**src/rtl/imem_arb_pkg.sv**
```systemverilog
// imem_arb_pkg: shared types and constants for the instruction-memory arbiter
package imem_arb_pkg;
  typedef enum logic [1:0] {IDLE, LOAD, DRAIN, RUN} arb_state_t;
  localparam logic [31:0] NOP_INSTR = 32'h0000_0013;
  localparam int LOAD_CNT_W = 8;
endpackage

```
**src/rtl/imem_access_arbiter_if.sv**
```systemverilog
// imem_access_arbiter_if: fetch, loader, memory and status signals of the arbiter
interface imem_access_arbiter_if #(
  parameter int INS_ADDRESS = 32,
  parameter int INS_W = 32
);
  import imem_arb_pkg::*;
  logic fetch_req;
  logic [INS_ADDRESS-1:0] fetch_addr;
  logic fetch_gnt;
  logic fetch_valid;
  logic [INS_W-1:0] fetch_instr;
  logic load_valid;
  logic load_ready;
  logic [INS_ADDRESS-1:0] load_addr;
  logic [INS_W-1:0] load_data;
  logic load_last;
  logic mem_we;
  logic [INS_ADDRESS-1:0] mem_addr;
  logic [INS_W-1:0] mem_wdata;
  logic [INS_W-1:0] mem_rdata;
  logic cpu_stall;
  logic load_done;
  logic [LOAD_CNT_W-1:0] load_count;
  logic err;
  modport slave (
    input fetch_req, fetch_addr, load_valid, load_addr, load_data, load_last, mem_rdata,
    output fetch_gnt, fetch_valid, fetch_instr, load_ready, mem_we, mem_addr, mem_wdata,
    output cpu_stall, load_done, load_count, err
  );
  modport master (
    output fetch_req, fetch_addr, load_valid, load_addr, load_data, load_last, mem_rdata,
    input fetch_gnt, fetch_valid, fetch_instr, load_ready, mem_we, mem_addr, mem_wdata,
    input cpu_stall, load_done, load_count, err
  );
endinterface

```
**src/rtl/imem_access_arbiter.sv**
```systemverilog
// imem_access_arbiter: shares one instruction-memory port between fetch and program loader
module imem_access_arbiter
  import imem_arb_pkg::*;
#(
  parameter int INS_ADDRESS = 32,
  parameter int INS_W = 32,
  parameter int DEPTH = 72
) (
  input logic clk,
  input logic reset,
  imem_access_arbiter_if.slave bus
);
  localparam logic [INS_ADDRESS-1:0] LIMIT = INS_ADDRESS'(DEPTH);
  arb_state_t state, state_nx;
  logic accept, load_oor, fetch_oor;
  // state register
  always_ff @(posedge clk) state <= reset ? IDLE : state_nx;
  // next state: a loader beat in RUN preempts fetching and reopens the load
  always_comb begin
    state_nx = state;
    case (state)
      IDLE: state_nx = bus.load_valid ? (bus.load_last ? DRAIN : LOAD) : IDLE;
      LOAD: state_nx = bus.load_valid && bus.load_last ? DRAIN : LOAD;
      DRAIN: state_nx = RUN;
      RUN: state_nx = bus.load_valid ? LOAD : RUN;
      default: state_nx = IDLE;
    endcase
  end
  // handshake, stall and memory port steering
  always_comb begin
    bus.load_ready = (state == IDLE) || (state == LOAD);
    accept = bus.load_valid && bus.load_ready;
    bus.fetch_gnt = (state == RUN) && bus.fetch_req && !bus.load_valid;
    bus.cpu_stall = (state != RUN) || bus.load_valid;
    load_oor = bus.load_addr >= LIMIT;
    fetch_oor = bus.fetch_addr >= LIMIT;
    bus.mem_we = accept && !load_oor;
    bus.mem_addr = accept ? bus.load_addr : bus.fetch_addr;
    bus.mem_wdata = bus.load_data;
  end
  // registered fetch result, load bookkeeping and sticky error
  always_ff @(posedge clk) begin
    if (reset) begin
      bus.fetch_valid <= 1'b0;
      bus.fetch_instr <= '0;
      bus.load_done <= 1'b0;
      bus.load_count <= '0;
      bus.err <= 1'b0;
    end else begin
      bus.fetch_valid <= bus.fetch_gnt;
      if (bus.fetch_gnt) bus.fetch_instr <= fetch_oor ? INS_W'(NOP_INSTR) : bus.mem_rdata;
      bus.load_done <= accept && bus.load_last;
      bus.load_count <= (state == RUN && bus.load_valid) ? '0
                      : (state == IDLE && accept) ? LOAD_CNT_W'(1)
                      : (accept && bus.load_count != '1) ? bus.load_count + LOAD_CNT_W'(1)
                      : bus.load_count;
      bus.err <= bus.err | (accept && load_oor) | (bus.fetch_gnt && fetch_oor);
    end
  end
endmodule

```
**src/flat_wrapper.sv**
```systemverilog
// flat-port wrapper written by rule: the top's interface ports become plain ports
module imem_access_arbiter_flat import imem_arb_pkg::*;
#(
  parameter int INS_ADDRESS = 32,
  parameter int INS_W = 32,
  parameter int DEPTH = 72
)
  (clk, reset, bus_fetch_req, bus_fetch_addr, bus_load_valid, bus_load_addr, bus_load_data, bus_load_last, bus_mem_rdata, bus_fetch_gnt, bus_fetch_valid, bus_fetch_instr, bus_load_ready, bus_mem_we, bus_mem_addr, bus_mem_wdata, bus_cpu_stall, bus_load_done, bus_load_count, bus_err);
  imem_access_arbiter_if #(.INS_ADDRESS(INS_ADDRESS), .INS_W(INS_W)) bus_i ();
  input logic clk;
  input logic reset;
  input wire logic [$bits(bus_i.fetch_req)-1:0] bus_fetch_req;
  input wire logic [$bits(bus_i.fetch_addr)-1:0] bus_fetch_addr;
  input wire logic [$bits(bus_i.load_valid)-1:0] bus_load_valid;
  input wire logic [$bits(bus_i.load_addr)-1:0] bus_load_addr;
  input wire logic [$bits(bus_i.load_data)-1:0] bus_load_data;
  input wire logic [$bits(bus_i.load_last)-1:0] bus_load_last;
  input wire logic [$bits(bus_i.mem_rdata)-1:0] bus_mem_rdata;
  output wire logic [$bits(bus_i.fetch_gnt)-1:0] bus_fetch_gnt;
  output wire logic [$bits(bus_i.fetch_valid)-1:0] bus_fetch_valid;
  output wire logic [$bits(bus_i.fetch_instr)-1:0] bus_fetch_instr;
  output wire logic [$bits(bus_i.load_ready)-1:0] bus_load_ready;
  output wire logic [$bits(bus_i.mem_we)-1:0] bus_mem_we;
  output wire logic [$bits(bus_i.mem_addr)-1:0] bus_mem_addr;
  output wire logic [$bits(bus_i.mem_wdata)-1:0] bus_mem_wdata;
  output wire logic [$bits(bus_i.cpu_stall)-1:0] bus_cpu_stall;
  output wire logic [$bits(bus_i.load_done)-1:0] bus_load_done;
  output wire logic [$bits(bus_i.load_count)-1:0] bus_load_count;
  output wire logic [$bits(bus_i.err)-1:0] bus_err;
  assign bus_i.fetch_req = bus_fetch_req;
  assign bus_i.fetch_addr = bus_fetch_addr;
  assign bus_i.load_valid = bus_load_valid;
  assign bus_i.load_addr = bus_load_addr;
  assign bus_i.load_data = bus_load_data;
  assign bus_i.load_last = bus_load_last;
  assign bus_i.mem_rdata = bus_mem_rdata;
  assign bus_fetch_gnt = bus_i.fetch_gnt;
  assign bus_fetch_valid = bus_i.fetch_valid;
  assign bus_fetch_instr = bus_i.fetch_instr;
  assign bus_load_ready = bus_i.load_ready;
  assign bus_mem_we = bus_i.mem_we;
  assign bus_mem_addr = bus_i.mem_addr;
  assign bus_mem_wdata = bus_i.mem_wdata;
  assign bus_cpu_stall = bus_i.cpu_stall;
  assign bus_load_done = bus_i.load_done;
  assign bus_load_count = bus_i.load_count;
  assign bus_err = bus_i.err;
  imem_access_arbiter #(.INS_ADDRESS(INS_ADDRESS), .INS_W(INS_W), .DEPTH(DEPTH)) u_core (.clk(clk), .reset(reset), .bus(bus_i));
endmodule
```
**config.mk**
```make
export PLATFORM = sky130hd
export DESIGN_NAME = imem_access_arbiter_flat
export DESIGN_NICKNAME = d
export VERILOG_FILES = /design/src/rtl/imem_arb_pkg.sv /design/src/rtl/imem_access_arbiter_if.sv /design/src/rtl/imem_access_arbiter.sv /design/src/flat_wrapper.sv
export SDC_FILE = /design/constraint.sdc
export NUM_CORES = 1
export LEC_CHECK = 0
export CAP_MARGIN = 40
export CORE_ASPECT_RATIO = 0.6
export CORE_UTILIZATION = 31
export CTS_BUF_LIST = sky130_fd_sc_hd__clkbuf_8 sky130_fd_sc_hd__clkbuf_16
export DETAILED_ROUTE_END_ITERATION = 16
export PLACE_DENSITY = 0.79
export SLEW_MARGIN = 0
export SYNTH_ARGS = -nofsm -noshare
export SYNTH_HDL_FRONTEND = slang
export SYNTH_SLANG_ARGS = --single-unit
```
**constraint.sdc**
```tcl
create_clock -name clk -period 1.75 [get_ports clk]
set_input_delay 0.2625 -clock clk [delete_from_list [all_inputs] [get_ports clk]]
set_output_delay 0.2625 -clock clk [all_outputs]
set_load 0.05 [all_outputs]
```
After elaboration in Yosys (flattened, before gate mapping) --
Index checks and enable logic that the tools add are counted.
Operators by class: eq/ne operators 5, add/subtract/negate cells 1, muxes and demuxes 9, reduce and logical (&&, ||, !) cells 19, bitwise gates (word level) 2, order comparisons 2
Operators with widths (number):
- 32-bit by 7-bit >= comparator with 1-bit output (second input constant) | 2
- 32-bit two-way mux | 2
- 1-bit logical AND | 11
- 8-bit by 1-bit adder with 8-bit output (second input constant) | 1
- 2-bit two-way mux | 4
- 8-bit != test (second input constant) | 1
- 2-bit one-hot mux with 4 select lines | 1
- 2-bit equality test (second input constant) | 2
- 3-bit OR reduction | 1
- 2-bit by 1-bit equality test with 1-bit output (second input constant) | 1
- 1-bit zero test | 2
- 2-bit zero test | 1
- 1-bit logical OR | 2
- 1-bit two-way mux | 2
- 2-bit != test (second input constant) | 1
- 1-bit bitwise OR | 2
- 2-bit nonzero test | 1
- 2-bit OR reduction | 1
Word-level totals: bits of input ports 133, word-level logic and storage cells 45, flip-flop bits (word level) 45, output and inout bits 111

Depth between registers and ports, before layout --
depth after elaboration 6, mapped depth 8, depth with buffers taken out 5

Worst setup path before layout --
OpenSTA, ideal clock, no wires.
kind register -> output, start point reg u_core.state[1], end point out bus_mem_we, data required time 1.487 ns, data arrival time 2.585 ns, stages on the path, launching flop included 5, buffers on the path 1, setup slack -1.097 ns, path through dfxtp_1 > buf_2 > inv_1 > nand2_1 > nor4_1
On the way: cells in the longest elaborated chain, start to end 4, elaborated cells on any way between the ends 5, classes of those cells eq/ne: 1; reduce/logical: 4
RTL lines:
- start, declared | RTL line imem_access_arbiter.sv:14 | arb_state_t state, state_nx;
- start signal, assigned | RTL line imem_access_arbiter.sv:17 | always_ff @(posedge clk) state <= reset ? IDLE : state_nx;
- 2-bit by 1-bit equality test with 1-bit output or 2-bit zero test (tied branches) | RTL line imem_access_arbiter.sv:31 | bus.load_ready = (state == IDLE) || (state == LOAD);
- 1-bit logical OR (*) | RTL line imem_access_arbiter.sv:31
- net bus_load_ready | RTL line flat_wrapper.sv:22 | output wire logic [$bits(bus_i.load_ready)-1:0] bus_load_ready;
- 1-bit logical AND (*) | RTL line imem_access_arbiter.sv:32 | accept = bus.load_valid && bus.load_ready;
- 1-bit logical AND (*) | RTL line imem_access_arbiter.sv:37 | bus.mem_we = accept && !load_oor;
- end, declared | RTL line flat_wrapper.sv:23 | output wire logic [$bits(bus_i.mem_we)-1:0] bus_mem_we;
Mark *: on every way through the listed nets, which the timed path passes. The rest lies on a longest branch.

Worst setup path after layout --
start point in bus_load_addr[17], end point out bus_mem_we
On the way: cells in the longest elaborated chain, start to end 3
RTL lines:
- start, declared | RTL line flat_wrapper.sv:15 | input wire logic [$bits(bus_i.load_addr)-1:0] bus_load_addr;
- 32-bit by 7-bit >= comparator with 1-bit output | RTL line imem_access_arbiter.sv:35 | load_oor = bus.load_addr >= LIMIT;
- 1-bit zero test | RTL line imem_access_arbiter.sv:37
- 1-bit logical AND | RTL line imem_access_arbiter.sv:37
No other way between the ends.

==> impl_metrics.csv <==
group,metric,value,unit
outcome,status,"finished clean",
pwr,internal-power,2.327,mW
global_route,grt_pass1_vias,2914,
critical_path,ff2ff_path_depth,6,
final_layout,nNetsFinal,644,
logic_synthesis,async_flop_share,0,
timing,worst_slack,0.04531,ns
critical_path,reg2reg_from,"u_core.bus.load_count[0]",
timing,period_share,0.9741,
logic_synthesis,synth_edf_count,0,
critical_path,crit_required,1.49,ns
critical_path,reg2reg_slack,0.07,ns
global_route,grtUsageMet1,0.2676,
clocking,clkSlewWorstSetupHoldPaths,0.07,ns
timing,timing.clock.skew,0.005955,ns
hold_path,holdPathEnd,"u_core.state[1]",
timing,worst_pin_slew,0.5146,ns
drt,drtAntennaViolNets,0,
global_route,grt_util_all_layers,0.2178,
clocking,cts_tree,"done",
global_route,met3_usage,0.05938,
clocking,clk_latency,0.28,ns
critical_path,path_class,"input port to output pin",
global_route,grt_pass1_wl,15060,um
logic_synthesis,synth_area_leaders,"dfxtp_1 (35%), nand2_1 (15%), mux2i_1 (12%)",
timing,min_period,1.705,ns
drt,vias,3064,
logic_synthesis,synth_top_cell_by_area,"dfxtp_1",
hold_path,holdCritStartpoint,"bus_load_valid",
drt,wl_per_cell,17.08,um
pwr,power.share.clock,0.326,
timing,setup_viol,0,
final_layout,n_antenna_cell,0,
pwr,p_seq_frac,0.312,
timing,fmax,586.6,MHz
drt,drt_wl_total,10570,um
global_route,antenna_found_initial,0,
placed_design,dpl.cell_count,601,
critical_path,max_stage_delay,0.33,ns
global_route,grt.busiest_layer,"met2",
logic_synthesis,syn_avg_cell_area,7.692,um2
die,die_width,120.4,um
drt,detail_route.vias_per_cell,4.950,
logic_synthesis,synth_warnings,0,
logic_synthesis,synth_area,2608,um2
hold_path,hold_path.class,"input port to register",
clocking,htreeDepth,2,
critical_path,cpMostUsedCell,"nor4_4",
final_layout,area_delta_synth_final,105.9,%
clocking,clock-sinks,45,
timing,hold_violations,0,
job,drv_cap,0,
pwr,power.leakage,2.383,nW
critical_path,crit_chain,"dlygate4sd2_1, nor4_4, nand3_2, nor4_4, buf_12",
logic_synthesis,ys_ff_latch,45,
logic_synthesis,synth_cell_types,40,
final_layout,drive_gt1_frac,0.3679,
die,initial_utilization,0.3256,
pwr,vdd_drop_max,0.4988,mV
logic_synthesis,yosysTopAreaCellShare,0.3455,
die,die_h,73.04,um
placed_design,dp_slack,-0.4531,ns
logic_synthesis,synth.net_count,473,
timing,relSlewSlack,0.6558,
final_layout,fin_area,5369,um2
die,die-area,8794,um2
pwr,sw_frac_of_total,0.3185,
timing,slew_violations,0,
clocking,cts_hold_buf,0,
drt,post-route-drc-count,0,
critical_path,startpoint_type,"input port",
logic_synthesis,ys_seq_area_frac,0.3455,
final_layout,fin_cells,619,
critical_path,crit_path_max_fanout,2,
critical_path,critPathArrivalTime,1.44,ns
placed_design,gp_routability_congestion,0.8336,
global_route,overflow,0,
die,row_count,25,
die,core-area,8008,um2
pwr,combPwrFrac,0.362,
clocking,cts.root.buffer_cell,"clkbuf_16",
drt,firstDrtPassIters,4,
critical_path,cp-end-kind,"output pin",
logic_synthesis,synthCells,339,
clocking,cts_buffers,5,
placed_design,dp_hpwl,7801,um
hold_path,min_delay_path_depth,3,
logic_synthesis,ys.flop_type,"dfxtp_1",
global_route,met2_usage,0.3838,
die,ioPinCount,244,
critical_path,reg2reg_to,"u_core.bus.load_count[4]",
pwr,power_switching,1.087,mW
placed_design,portBuffers,179,
critical_path,slowest_stage,"nor4_4",
clocking,clk_path_buf_depth,2,
drt,first_iter_violations,117,
placed_design,postPlaceCellArea,4822,um2
pwr,powerDensity,635.9,nW/um2
global_route,grt_max_degree,35,
[logic make-up after synthesis]
| group | share of synthesized area |
|---|---|
| adders and majority gates | 0.004798 |
| and+or+nand+nor | 0.2975 |
| DFF | 0.3455 |
| xor gates and xnor gates | 0.01343 |
| AOI/OAI and AO/OA | 0.07534 |
| muxes | 0.1152 |
| buffers and inverters | 0.1483 |
[power groups by stage]
stage | Combinational (mW) | Clock [mW] | Sequential, mW
final | 1.24 | 1.11 | 1.07
after global routing | 1.29 | 1.17 | 1.07
after CTS | 1.21 | 1.13 | 1.06
after detailed placement | 1.21 | 0 | 1.09
after global placement | 1.19 | 0 | 1.09
after floorplan | 0.675 | 0 | 1.13
[per-layer routing]
metal  wire length (um)  vias to the layer above
met5                  0                        -
met1               4319                     1437
met4                150                        0
met3                785                       16
li1                   -                     1464
met2               5317                      147
[cell type report]
type / instances / area [um2]
Fill cell: 624 / 2639
Timing Repair Buffer: 216 / 2477
Multi-Input combinational cell: 237 / 1639
Sequential cell: 45 / 915.9
Tap cell: 108 / 135.1
Clock buffer: 5 / 125.1
Clock inverter: 3 / 50.05
Inverter: 5 / 26.28
[Yosys cell counts (2+ instances only)]
cell type and instances:
a21oi_1 8, o31a_1 4, nand4_1 2, mux2i_1 30
xor2_1 4, nor3_1 32, nor2_1 10, clkbuf_1 7
buf_6 2, nor2b_1 2, inv_1 4, buf_2 5
buf_1 3, dfxtp_1 45, nor4_1 11, o21ai_0 7
buf_4 33, buf_8 2, or3_1 2, nand2_1 102
and3_1 2, nand3_1 4
[how the worst max path moves through the flow]
stage / startpoint / to / slack [ns] / cells past startpoint
2_1_floorplan: u_core.state[1] / bus_mem_we / -0.05 / 4
3_3_place_gp: bus_fetch_addr[30] / u_core.bus.fetch_instr[11] / -0.36 / 6
5_1_grt: bus_fetch_addr[11] / u_core.bus.fetch_instr[12] / -0.02 / 6
3_5_place_dp: bus_fetch_addr[30] / u_core.bus.fetch_instr[22] / -0.45 / 6
4_1_cts: u_core.state[1] / bus_mem_we / 0.002 / 5
6_report: bus_load_addr[17] / bus_mem_we / 0.05 / 5
[through the flow]
stage | power (mW) | utilization | hold slack [ns] | setup TNS (ns)
6_report | 3.414 | 0.6705 | 0.4871 | 0
5_1_grt | 3.532 | 0.6705 | 0.5072 | -0.1410
4_1_cts | 3.407 | 0.6375 | 0.4865 | 0
3_5_place_dp | 2.296 | 0.6022 | 0.4910 | -19.97
3_3_place_gp | 2.279 | 0.6022 | 0.4682 | -17.21
2_1_floorplan | 1.801 | - | 0.4084 | -1.043
[cells in the final DEF (no fill, tap or decap), types with 2 or more instances in the layout]
master | netlist | layout
dlygate4sd2_1 | 0 | 15
dfxtp_2 | 0 | 6
or3_1 | 2 | 2
dfxtp_1 | 45 | 37
nand3_1 | 4 | 3
a21oi_1 | 8 | 8
o21ai_0 | 7 | 7
clkbuf_2 | 0 | 4
mux2i_1 | 30 | 30
nor3_1 | 32 | 13
clkdlybuf4s15_1 | 0 | 2
clkdlybuf4s15_2 | 0 | 5
nor2_1 | 10 | 10
nand2_2 | 0 | 30
dlymetal6s2s_1 | 0 | 18
clkdlybuf4s50_1 | 0 | 78
nor4_2 | 0 | 5
nand2_1 | 102 | 71
and3_1 | 2 | 2
clkbuf_16 | 0 | 7
nor3_4 | 0 | 2
inv_1 | 4 | 3
nor3_2 | 0 | 17
xor2_1 | 4 | 4
dfxtp_4 | 0 | 2
buf_12 | 0 | 39
o31a_1 | 4 | 4
nor4_4 | 0 | 5
buf_4 | 33 | 50
buf_6 | 2 | 2
nand4_1 | 2 | 2
[sequential cells by signal, indices dropped and copies added (netlist names)]
register and cells:
u_core.bus.load_count 8, u_core.bus.fetch_valid 1, u_core.bus.err 1, u_core.bus.fetch_instr 32, u_core.bus.load_done 1, u_core.state 2
[what timing repair did]
action / 4_1_cts / 5_1_grt
setup endpoints to repair: 64 / 67
pin swaps: 15 / 15
gates resized for setup: 60 / 52
buffers inserted: 2 / 5
cloned: 0 / 3
endpoints found under the hold margin: 0 / 0
[critical path: cells and delay by family]
| kind | cells | cell delay, ns |
|---|---|---|
| AND/OR/NAND/NOR | 3 | 0.73 |
| buffers and inverters | 2 | 0.45 |
Power figures use the tool's default switching activity.
